## src/rtl/serial_word_deser.sv

```systemverilog
// ---------------------------------------------------------------------------
// serial_word_deser
//   Multi-channel serial-to-parallel front end. Serial bits qualified by i_en
//   are framed into DATA_WIDTH-bit words using the i_din_valid end-of-word
//   strobe. Each completed word is tagged with a round-robin channel index and
//   presented on a valid/ready output register. Framing errors (strobe early or
//   missing) and overruns (output still full) raise one-cycle pulses.
//
// Parameters
//   DATA_WIDTH    bits per word (>=2)
//   NUM_CHANNELS  number of interleaved channels (>=1)
//   MSB_FIRST     0: first bit lands in bit 0; 1: first bit lands in MSB
//   CH_WIDTH      derived channel tag width
//
// Ports
//   i_clk         clock, rising edge
//   i_rst         asynchronous active-high reset
//   i_en          bit strobe; i_din/i_din_valid sampled only when high
//   i_din         serial data bit
//   i_din_valid   marks the last bit of a word
//   o_word        parallel word
//   o_chan        channel tag of o_word
//   o_word_valid  o_word/o_chan valid
//   i_word_ready  consumer accepts when o_word_valid & i_word_ready
//   o_frame_err   one-cycle pulse: framing error, word dropped
//   o_overrun     one-cycle pulse: completed word dropped, output full
//
// Optional feature (macro SERIAL_WORD_DESER_ERR_CNT_EN)
//   o_err_cnt     16-bit saturating count of framing errors
//   o_ovr_cnt     16-bit saturating count of overruns
// ---------------------------------------------------------------------------
module serial_word_deser #(
  parameter int DATA_WIDTH   = 24,
  parameter int NUM_CHANNELS = 2,
  parameter bit MSB_FIRST    = 1'b0,
  localparam int CH_WIDTH    = (NUM_CHANNELS > 1) ? $clog2(NUM_CHANNELS) : 1
) (
  input  logic                  i_clk,
  input  logic                  i_rst,
  input  logic                  i_en,
  input  logic                  i_din,
  input  logic                  i_din_valid,
  output logic [DATA_WIDTH-1:0] o_word,
  output logic [CH_WIDTH-1:0]   o_chan,
  output logic                  o_word_valid,
  input  logic                  i_word_ready,
  output logic                  o_frame_err,
`ifdef SERIAL_WORD_DESER_ERR_CNT_EN
  output logic                  o_overrun,
  output logic [15:0]           o_err_cnt,
  output logic [15:0]           o_ovr_cnt
`else
  output logic                  o_overrun
`endif
);

  localparam int CNT_W = $clog2(DATA_WIDTH);
  localparam logic [CNT_W-1:0]    LAST_BIT = CNT_W'(DATA_WIDTH - 1);
  localparam logic [CH_WIDTH-1:0] LAST_CH  = CH_WIDTH'(NUM_CHANNELS - 1);

  typedef enum logic [0:0] {
    S_IDLE  = 1'b0,
    S_SHIFT = 1'b1
  } state_t;

  state_t                state_p0, state_d;
  logic [DATA_WIDTH-1:0] sr_p0, sr_d;
  logic [CNT_W-1:0]      bit_cnt_p0, bit_cnt_d;
  logic [CH_WIDTH-1:0]   chan_cnt_p0, chan_cnt_d;

  logic                  last_bit;
  logic                  word_done;
  logic                  frame_bad;
  logic                  load_out;
  logic                  drop_out;
  logic                  vld_d;

  logic [DATA_WIDTH-1:0] word_p1;
  logic [CH_WIDTH-1:0]   chan_p1;
  logic                  vld_p1;
  logic                  ferr_p1;
  logic                  ovr_p1;

  // Stage p0: bit framing, channel sequencing and output-register decision
  always_comb begin
    state_d    = state_p0;
    sr_d       = sr_p0;
    bit_cnt_d  = bit_cnt_p0;
    chan_cnt_d = chan_cnt_p0;
    last_bit   = (bit_cnt_p0 == LAST_BIT);
    word_done  = 1'b0;
    frame_bad  = 1'b0;
    load_out   = 1'b0;
    drop_out   = 1'b0;
    vld_d      = vld_p1 & ~i_word_ready;

    if (i_en) begin
      sr_d = MSB_FIRST ? {sr_p0[DATA_WIDTH-2:0], i_din}
                       : {i_din, sr_p0[DATA_WIDTH-1:1]};
      word_done = i_din_valid & last_bit;
      // Strobe before the last bit, or last bit without strobe.
      frame_bad = i_din_valid ^ last_bit;

      case (state_p0)
        S_IDLE: begin
          if (!(word_done || frame_bad)) begin
            state_d = S_SHIFT;
          end
        end
        S_SHIFT: begin
          if (word_done || frame_bad) begin
            state_d = S_IDLE;
          end
        end
        default: state_d = S_IDLE;
      endcase

      if (word_done || frame_bad) begin
        bit_cnt_d = '0;
      end else begin
        bit_cnt_d = bit_cnt_p0 + CNT_W'(1);
      end

      if (word_done) begin
        if (!vld_p1 || i_word_ready) begin
          load_out = 1'b1;
        end else begin
          drop_out = 1'b1;
        end
        // Channel advances even on a dropped word so the sequence survives.
        chan_cnt_d = (chan_cnt_p0 == LAST_CH) ? '0 : chan_cnt_p0 + CH_WIDTH'(1);
      end

      if (frame_bad) begin
        chan_cnt_d = '0;
      end
    end

    if (load_out) begin
      vld_d = 1'b1;
    end
  end

  always_ff @(posedge i_clk or posedge i_rst) begin
    if (i_rst) begin
      state_p0    <= S_IDLE;
      sr_p0       <= '0;
      bit_cnt_p0  <= '0;
      chan_cnt_p0 <= '0;
    end else begin
      state_p0    <= state_d;
      sr_p0       <= sr_d;
      bit_cnt_p0  <= bit_cnt_d;
      chan_cnt_p0 <= chan_cnt_d;
    end
  end

  // Stage p1: output word register and status pulses
  always_ff @(posedge i_clk or posedge i_rst) begin
    if (i_rst) begin
      word_p1 <= '0;
      chan_p1 <= '0;
      vld_p1  <= 1'b0;
      ferr_p1 <= 1'b0;
      ovr_p1  <= 1'b0;
    end else begin
      if (load_out) begin
        word_p1 <= sr_d;
        chan_p1 <= chan_cnt_p0;
      end
      vld_p1  <= vld_d;
      ferr_p1 <= frame_bad;
      ovr_p1  <= drop_out;
    end
  end

  assign o_word       = word_p1;
  assign o_chan       = chan_p1;
  assign o_word_valid = vld_p1;
  assign o_frame_err  = ferr_p1;
  assign o_overrun    = ovr_p1;

`ifdef SERIAL_WORD_DESER_ERR_CNT_EN
  function automatic logic [15:0] sat_inc16(input logic [15:0] v);
    return (v == 16'hFFFF) ? v : v + 16'd1;
  endfunction

  logic [15:0] err_cnt_p1;
  logic [15:0] ovr_cnt_p1;

  // Stage p1: error counters update on the same edge that raises the pulse
  always_ff @(posedge i_clk or posedge i_rst) begin
    if (i_rst) begin
      err_cnt_p1 <= '0;
      ovr_cnt_p1 <= '0;
    end else begin
      if (frame_bad) begin
        err_cnt_p1 <= sat_inc16(err_cnt_p1);
      end
      if (drop_out) begin
        ovr_cnt_p1 <= sat_inc16(ovr_cnt_p1);
      end
    end
  end

  assign o_err_cnt = err_cnt_p1;
  assign o_ovr_cnt = ovr_cnt_p1;
`endif

endmodule
```

## config.mk

```make
export PLATFORM = sky130hd
export DESIGN_NAME = serial_word_deser
export DESIGN_NICKNAME = d
export VERILOG_FILES = /design/src/rtl/serial_word_deser.sv
export SDC_FILE = /design/constraint.sdc
export NUM_CORES = 1
export LEC_CHECK = 0
export ABC_AREA = 1
export BUFFER_PORTS_ARGS = -buffer_cell sky130_fd_sc_hd__buf_2
export CORE_MARGIN = 5
export CORE_UTILIZATION = 40
export CTS_CLUSTER_SIZE = 24
export DETAILED_ROUTE_END_ITERATION = 10
export PLACE_DENSITY = 0.62
export SLEW_MARGIN = 20
export SYNTH_ARGS = -nofsm -noshare
export SYNTH_HDL_FRONTEND = slang
export SYNTH_SLANG_ARGS = --single-unit
```

## constraint.sdc

```tcl
create_clock -name i_clk -period 1.5 [get_ports i_clk]
set_input_delay 0.15 -clock i_clk [delete_from_list [all_inputs] [get_ports i_clk]]
set_output_delay 0.15 -clock i_clk [all_outputs]
set_load 0.005 [all_outputs]
```

======== Word level (Yosys, flattened, before mapping) ========
Index checks and enable logic that the tools add are counted.
storage, ports and cells
  register bits ........................... 58
  bits in latches ......................... 0
  bits in writable memories ............... 0
  ROM bits ................................ 0
  logic and storage cells ................. 33
  memories ................................ 0
operators by class
  $add $sub $neg .......................... 2
  multipliers ............................. 0
  div/mod/pow operators ................... 0
  $lt $le $gt $ge ......................... 0
  eq/ne operators ......................... 1
  shifts and indexed selects .............. 0
  multiplexer cells ....................... 13
  bitwise operators ....................... 4
  reductions and logical operators ........ 5
operator list
  cell                                         count
  two-way mux 24 bit                           1
  two-way mux 1 bit                            11
  adder 5 x 1 -> 5 bit, second input constant  1
  equality test 5 bit, second input constant   1
  two-way mux 5 bit                            1
  AND 1 bit                                    2
  logical OR 1 bit                             2
  AND reduction 2 bit                          1
  nonzero test 2 bit                           1
  adder 1 bit, second input constant           1
  logical NOT 1 bit                            1
  NOT 1 bit                                    1
  bitwise XOR 1 bit                            1

======== Longest topological paths before layout ========
Gate-level depths: netlist of the first run.
  word-level depth ........................ 6
  depth in mapped cells ................... 11
  gate-level depth less buffers ........... 10

======== Least setup slack after synthesis of the first run ========
OpenSTA, ideal clock, no wires.
  path kind ............................... register to register
  start ................................... reg bit_cnt_p0[0]
  end ..................................... reg word_p1[0], in the netlist o_word[0]
  library setup time ...................... 0.116 ns
  data arrival time ....................... 1.410 ns
  path slack .............................. -0.026 ns
  cell stages (with the launch flop) ...... 12
  path buffers ............................ 1
  clock period less this slack ............ 1.526 ns
  path through ............................ dfrtp_1 ha_1 nand4_1 inv_1 ha_1 nand2_2 inv_2 nand2_4 inv_4 buf_6 nand2_1 nand2_1
between the ends
  word-level cells in the longest chain between the ends .. 4
RTL lines
  what                    line  RTL
  from (decl)             68    logic [CNT_W-1:0] bit_cnt_p0, bit_cnt_d;
  from (signal assigned)  153   bit_cnt_p0 <= bit_cnt_d;
  equality test 5 bit     90    last_bit = (bit_cnt_p0 == LAST_BIT);
  AND 1 bit               100   word_done = i_din_valid & last_bit;
  two-way mux 1 bit       124   if (word_done) begin
  two-way mux 1 bit       97    if (i_en) begin
  to (signal assigned)    168   word_p1 <= sr_d;
  to (decl)               78    logic [DATA_WIDTH-1:0] word_p1;
Every way passes these cells.
A chain may end at the register's enable or synchronous reset.

======== Final worst setup path of the first run ========
  start ................................... reg bit_cnt_p0[1]
  end ..................................... reg word_p1[5], in the netlist o_word[5]
The elaborated chain is that of the path after synthesis.

==> results.md, run 1 <==
* Switch share at 24.51%
* Hold Crit Class: primary input to flip-flop
* Post-layout util at 50.39%
* GRT Overall Usage at 13.54%
* Initial Utilization at 41.53%
* Clock tree buffer depth at 2
* Placed cells at 369
* P_int at 0.002543 W
* Largest cells by area after synthesis: dfrtp_1, nand2_1, buf_6
* Largest net degree at the start of global routing at 59
* Clock power share at 38.8%
* IO Pins at 34
* Max-slew headroom at 79.60%
* TritonCTS clock tree: yes
* Final Hold Viols at 0
* Later-pin clock latency in the skew report at 0.33 ns
* Nets at 319
* Final Power at 0.003368 W
* Initial antenna violation count at 0
* Final hold slack at 0.06715 ns
* H-Tree Depth at 3
* Drt drc at 0
* Comb pwr share at 9.0%
* Crit Path Category: flip-flop to flip-flop
* Synth area leader: dfrtp_1
* CORE AREA at 5574 um2
* ANT cells at 0
* Leakage at 1.671 nW
* Area grow syn2layout at 21.35%
* Switching pwr at 0.0008255 W
* Worst EP arrival at 1.70 ns
* Final setup vio count at 0
* Library cells used by synthesis at 17
* Vias at 1,714
* Vias in the first global route at 1,751
* Commonest non-fill, non-tap cell in the layout: nand2_1
* Worst IR Drop VDD at 501.9 uV
* GRT overflow at 0
* CP startpoint kind: flip-flop
* Die X at 86.07 um
* First-pass GRT wire length at 7866 um
* Post-DR wirelength/cell at 11.26 um
* CP required at 1.72 ns
* Crit Path Max Fanout at 7
* Maxcap violations at 0
* Yosys Warn Count at 0
* HPWL after detailed placement at 2890 um
* RSZ-0062 raised after global routing: true
* Final Skew at 0.002809 ns
* Share of the synthesized area in the top cell type at 62.70%
* Final cell count without fillers at 387
* Final TNS setup at 0 ns
* Die area at 7408 um2
* PortBufs at 33
* Die Y at 86.07 um
* Clock sinks at 58
* Vias/cell at 4.429
* Min Clock Period, post-route at 1.476 ns
* Register bit total from synthesis at 58
* TritonCTS buffer count at 9
* Pins Over Slew Limit at 0
* Root buf cell: clkbuf_8
* PD cells at 1199 nW/um2
* Gpl congestion at 0.7340
* First DRT Iteration DRCs at 66
* Final ANT Viol Nets at 0
* WL final at 4357 um
* Syn_nets at 271
* Slew @ Worst Pin at 0.3060 ns
* Avg Inst Size Synth at 8.835 um2
* Crit end category: flip-flop
* F_max at 677.6 MHz
* Tcrit/Tclk final at 98.39%
* Most frequent cells in the layout: nand2_1, dfrtp_1, buf_2
* Seq/Total Area, Yosys at 62.70%
* Rows at 27
* Worst-path clk slew at 0.06 ns
* Run status: complete, no violations
* Sequential share of power at 52.1%
* Drt first pass iters at 4
* Syn Std Cell Area at 2315 um2
* Cells after Synth at 262
* Share of cells above drive strength 1 at 21.59%
## worst max-delay path: stages (launching register included)
cell     delay [ns]
dfrtp_1        0.35
ha_2           0.19
nand4_1        0.11
inv_1          0.08
ha_1           0.15
nand2_2        0.06
inv_2          0.07
nand2_4        0.09
buf_4          0.18
nand2_1        0.05
nand2_1        0.05
## final timing paths
kind	slack [ns]	endpoint	cells after the start	startpoint
worst max-delay path	0.02	o_word[5]$_DFFE_PP0P_	10	bit_cnt_p0[1]$_DFFE_PP0P_
worst min-delay path	0.07	sr_p0[23]$_DFF_PP0_	3	i_din
worst max register to register	0.02	o_word[5]$_DFFE_PP0P_	10	bit_cnt_p0[1]$_DFFE_PP0P_
worst min register to register	0.47	sr_p0[0]$_DFF_PP0_	2	sr_p0[0]$_DFF_PP0_
max in group asynchronous	0.81	o_word[14]$_DFFE_PP0P_	4	i_rst
min in group asynchronous	0.44	o_word[8]$_DFFE_PP0P_	4	i_rst
## layer usage
layer  vias up  wire length, um  GRT usage, %
li1        888                -             -
met1       787             2113         17.56
met2        31             1965         20.46
met3         8              189         3.170
met4         0               89         8.201
met5         -                0             0
## cell usage after synthesis, drive strengths merged
library cell / count
dfrtp: 58
nand2: 161
buf: 10
nand4: 1
nor2: 10
o21ai: 2
ha: 3
nand3: 1
nor3: 1
a21oi: 3
inv: 12
## flip-flops by register name (all words and copies together) (netlist names)
signal        flops
bit_cnt_p0        5
chan_cnt_p0       1
o_chan            1
o_frame_err       1
o_overrun         1
o_word           24
o_word_valid      1
sr_p0            24
## final cells by class
class	instances	area, um2
well taps	72	90.09
clock buffers	14	172.7
clock inverters	2	10.01
repair buffers	47	292.8
inverters	12	56.30
flip-flops and latches	58	1451
fillers	545	2765
multi-input cells	182	735.7
## metrics by stage
stage | cell area (um2) | setup slack [ns]
global route | 2809 | -0.09986
global placement | 2594 | 0.01716
detailed placement | 2594 | -0.05414
floorplan | 2321 | 0.005015
finish | 2809 | 0.02417
CTS | 2806 | 0.006153
## kinds of logic (layout without fill, tap and decap cells)
| kind of cell | after synthesis | count (layout) | share of synthesized area (%) |
|---|---|---|---|
| compound gates | 5 | 5 | 1.081 |
| fa+ha+maj | 3 | 3 | 1.622 |
| buf+inv | 22 | 75 | 5.730 |
| flops | 58 | 58 | 62.70 |
| simple gates | 174 | 174 | 28.86 |
## power by group through the flow
stage / combinational [W] / clock (W) / sequential (W)
global placement: 0.000294 / 0 / 0.00178
floorplan: 0.000202 / 0 / 0.00178
detailed placement: 0.000300 / 0 / 0.00178
finish: 0.000304 / 0.00131 / 0.00176
global route: 0.000362 / 0.00142 / 0.00177
CTS: 0.000309 / 0.00136 / 0.00176
## timing repair
item | 4_1_cts | 5_1_grt
endpoints found under the setup margin | 24 | 26
hold endpoints to repair | 58 | 0
hold buffers | 1 | 0
setup buffers | 1 | 0
resized for setup | 4 | 1
pin swaps | 2 | 0
Note: power is estimated with default switching activity, not from simulation.
==> run 2, diff against run 1 <==
--- a/config.mk
+++ b/config.mk
@@ -7,7 +7,6 @@
 export LEC_CHECK = 0
 export ABC_AREA = 1
 export BUFFER_PORTS_ARGS = -buffer_cell sky130_fd_sc_hd__buf_2
-export CORE_MARGIN = 5
 export CORE_UTILIZATION = 40
 export CTS_CLUSTER_SIZE = 24
 export DETAILED_ROUTE_END_ITERATION = 10
==> constraint.sdc (replaced) <==
create_clock -name i_clk -period 1.5 [get_ports i_clk]
set_input_delay 0.075 -clock i_clk [delete_from_list [all_inputs] [get_ports i_clk]]
set_output_delay 0.075 -clock i_clk [all_outputs]
set_load 0.005 [all_outputs]
==> results.md, run 2 (synthesis results as in run 1) <==
* Crit Path Category: flip-flop to flip-flop
* Die Y at 78.07 um
* Max-slew headroom at 73.55%
* Crit Path Max Fanout at 12
* Post-DR wirelength/cell at 10.82 um
* Final Skew at 0.004830 ns
* H-Tree Depth at 3
* IO Pins at 34
* Final Hold Viols at 0
* Tcrit/Tclk final at 96.97%
* Die area at 6095 um2
* Share of cells above drive strength 1 at 21.90%
* Clock tree buffer depth at 2
* PD cells at 1200 nW/um2
* ANT cells at 0
* Vias at 1,701
* HPWL after detailed placement at 2849 um
* Comb pwr share at 9.0%
* Hold Path Sink: sr_p0[16]$_DFF_PP0_
* Switch share at 24.09%
* Root buf cell: clkbuf_8
* Post-layout util at 51.15%
* TritonCTS clock tree: yes
* Final TNS setup at 0 ns
* Pins Over Slew Limit at 0
* Maxcap violations at 0
* RR Startpoint: bit_cnt_p0[0]$_DFFE_PP0P_
* Rows at 27
* Final setup vio count at 0
* Crit end category: flip-flop
* Sequential share of power at 51.7%
* Post-CTS Setup Bufs at 0
* F_max at 687.5 MHz
* Vias/cell at 4.395
* Commonest non-fill, non-tap cell in the layout: nand2_1
* First DRT Iteration DRCs at 113
* Die X at 78.07 um
* CORE AREA at 5540 um2
* Min Clock Period, post-route at 1.454 ns
* Initial antenna violation count at 0
* Worst EP arrival at 1.72 ns
* Largest net degree at the start of global routing at 28
* Slew @ Worst Pin at 0.3959 ns
* Clock sinks at 58
* GRT overflow at 0
* Area grow syn2layout at 22.43%
* RSZ-0062 raised after global routing: true
* WL final at 4186 um
* TritonCTS buffer count at 9
* Leakage at 1.686 nW
* Drt first pass iters at 5
* PortBufs at 33
* Final ANT Viol Nets at 0
* Most frequent cells in the layout: nand2_1, dfrtp_1, buf_2
* Final Power at 0.003401 W
* First-pass GRT wire length at 7403 um
* Run status: complete, no violations
* Hold Path Depth at 3
* Nets at 320
* Vias in the first global route at 1,542
* P_int at 0.002581 W
* Switching pwr at 0.0008194 W
* Clock power share at 39.4%
* Worst IR Drop VDD at 621.4 uV
* R2r setup slk at 0.05 ns
* Hold Crit Class: primary input to flip-flop
* Drt drc at 0
* R2R depth at 10
* Reg-to-reg critical path endpoint: o_word[11]$_DFFE_PP0P_
* CP startpoint kind: flip-flop
* GRT Overall Usage at 16.31%
* Fillers at 541
* Later-pin clock latency in the skew report at 0.33 ns
* Gpl congestion at 0.7362
* CP required at 1.77 ns
* DP Worst Slack at -0.02131 ns
* Initial Utilization at 41.78%
* Setup ws final at 0.04551 ns
* Worst-path clk slew at 0.06 ns
* HP Start: i_en
[run 2: worst max-delay path, cell delays in order (launching register included)]
cell and delay, ns:
dfrtp_1 0.38, ha_2 0.19, nand4_1 0.09, inv_1 0.05
ha_1 0.18, nand2_2 0.08, inv_2 0.04, nand2_4 0.10
buf_6 0.16, nand2_1 0.06, nand2_1 0.06
[run 2: per-layer routing]
metal  part of all wire (%)  track usage (%)
met1                     51            23.40
met2                     43            21.93
met3                    4.5            6.279
met4                    1.7            6.667
met5                      0                0
[run 2: per-stage QoR]
step | cells | hold WS [ns] | area [um2]
5_1_grt | 387 | 0.08897 | 2834
4_1_cts | 387 | 0.05741 | 2829
3_3_place_gp | 370 | 0.09162 | 2614
2_1_floorplan | 262 | 0.1682 | 2321
6_report | 387 | 0.06995 | 2834
3_5_place_dp | 370 | 0.09417 | 2614
[run 2: worst max path at each step]
stage	from	endpoint	slack [ns]	depth (start not counted)
after floorplan	bit_cnt_p0[0]$_DFFE_PP0P_	o_word[0]$_DFFE_PP0P_	0.005	11
after global placement	bit_cnt_p0[0]$_DFFE_PP0P_	o_word[11]$_DFFE_PP0P_	0.03	10
after detailed placement	bit_cnt_p0[1]$_DFFE_PP0P_	o_word[22]$_DFFE_PP0P_	-0.02	10
after CTS	bit_cnt_p0[1]$_DFFE_PP0P_	o_word[22]$_DFFE_PP0P_	0.009	10
after global routing	bit_cnt_p0[0]$_DFFE_PP0P_	o_chan$_DFFE_PP0P_	-0.12	10
final	bit_cnt_p0[0]$_DFFE_PP0P_	o_word[11]$_DFFE_PP0P_	0.05	10
[run 2: area by class of cell]
type	count	area [um2]	area share (%)
clock inverter	2	10.01	0.3532
sequential	58	1451	51.21
inverter	12	56.30	1.987
tap	72	90.09	3.179
timing repair buffer	48	311.5	10.99
multi-input combinational	182	735.7	25.96
clock buffer	13	178.9	6.313
[run 2: power groups by stage]
| stage | Clock (W) | Combinational [W] | Sequential, W |
|---|---|---|---|
| 4_1_cts | 0.00139 | 0.000311 | 0.00176 |
| 3_3_place_gp | 0 | 0.000302 | 0.00178 |
| 6_report | 0.00134 | 0.000305 | 0.00176 |
| 3_5_place_dp | 0 | 0.000307 | 0.00178 |
| 2_1_floorplan | 0 | 0.000202 | 0.00178 |
| 5_1_grt | 0.00147 | 0.000356 | 0.00177 |
[run 2: what timing repair did]
| action | in CTS | in global routing |
|---|---|---|
| setup endpoints to repair | 24 | 27 |
| cloned | 0 | 0 |
| pin swaps | 0 | 1 |
| resized for setup | 2 | 2 |
| endpoints found under the hold margin | 16 | 0 |
| hold buffers | 2 | 0 |
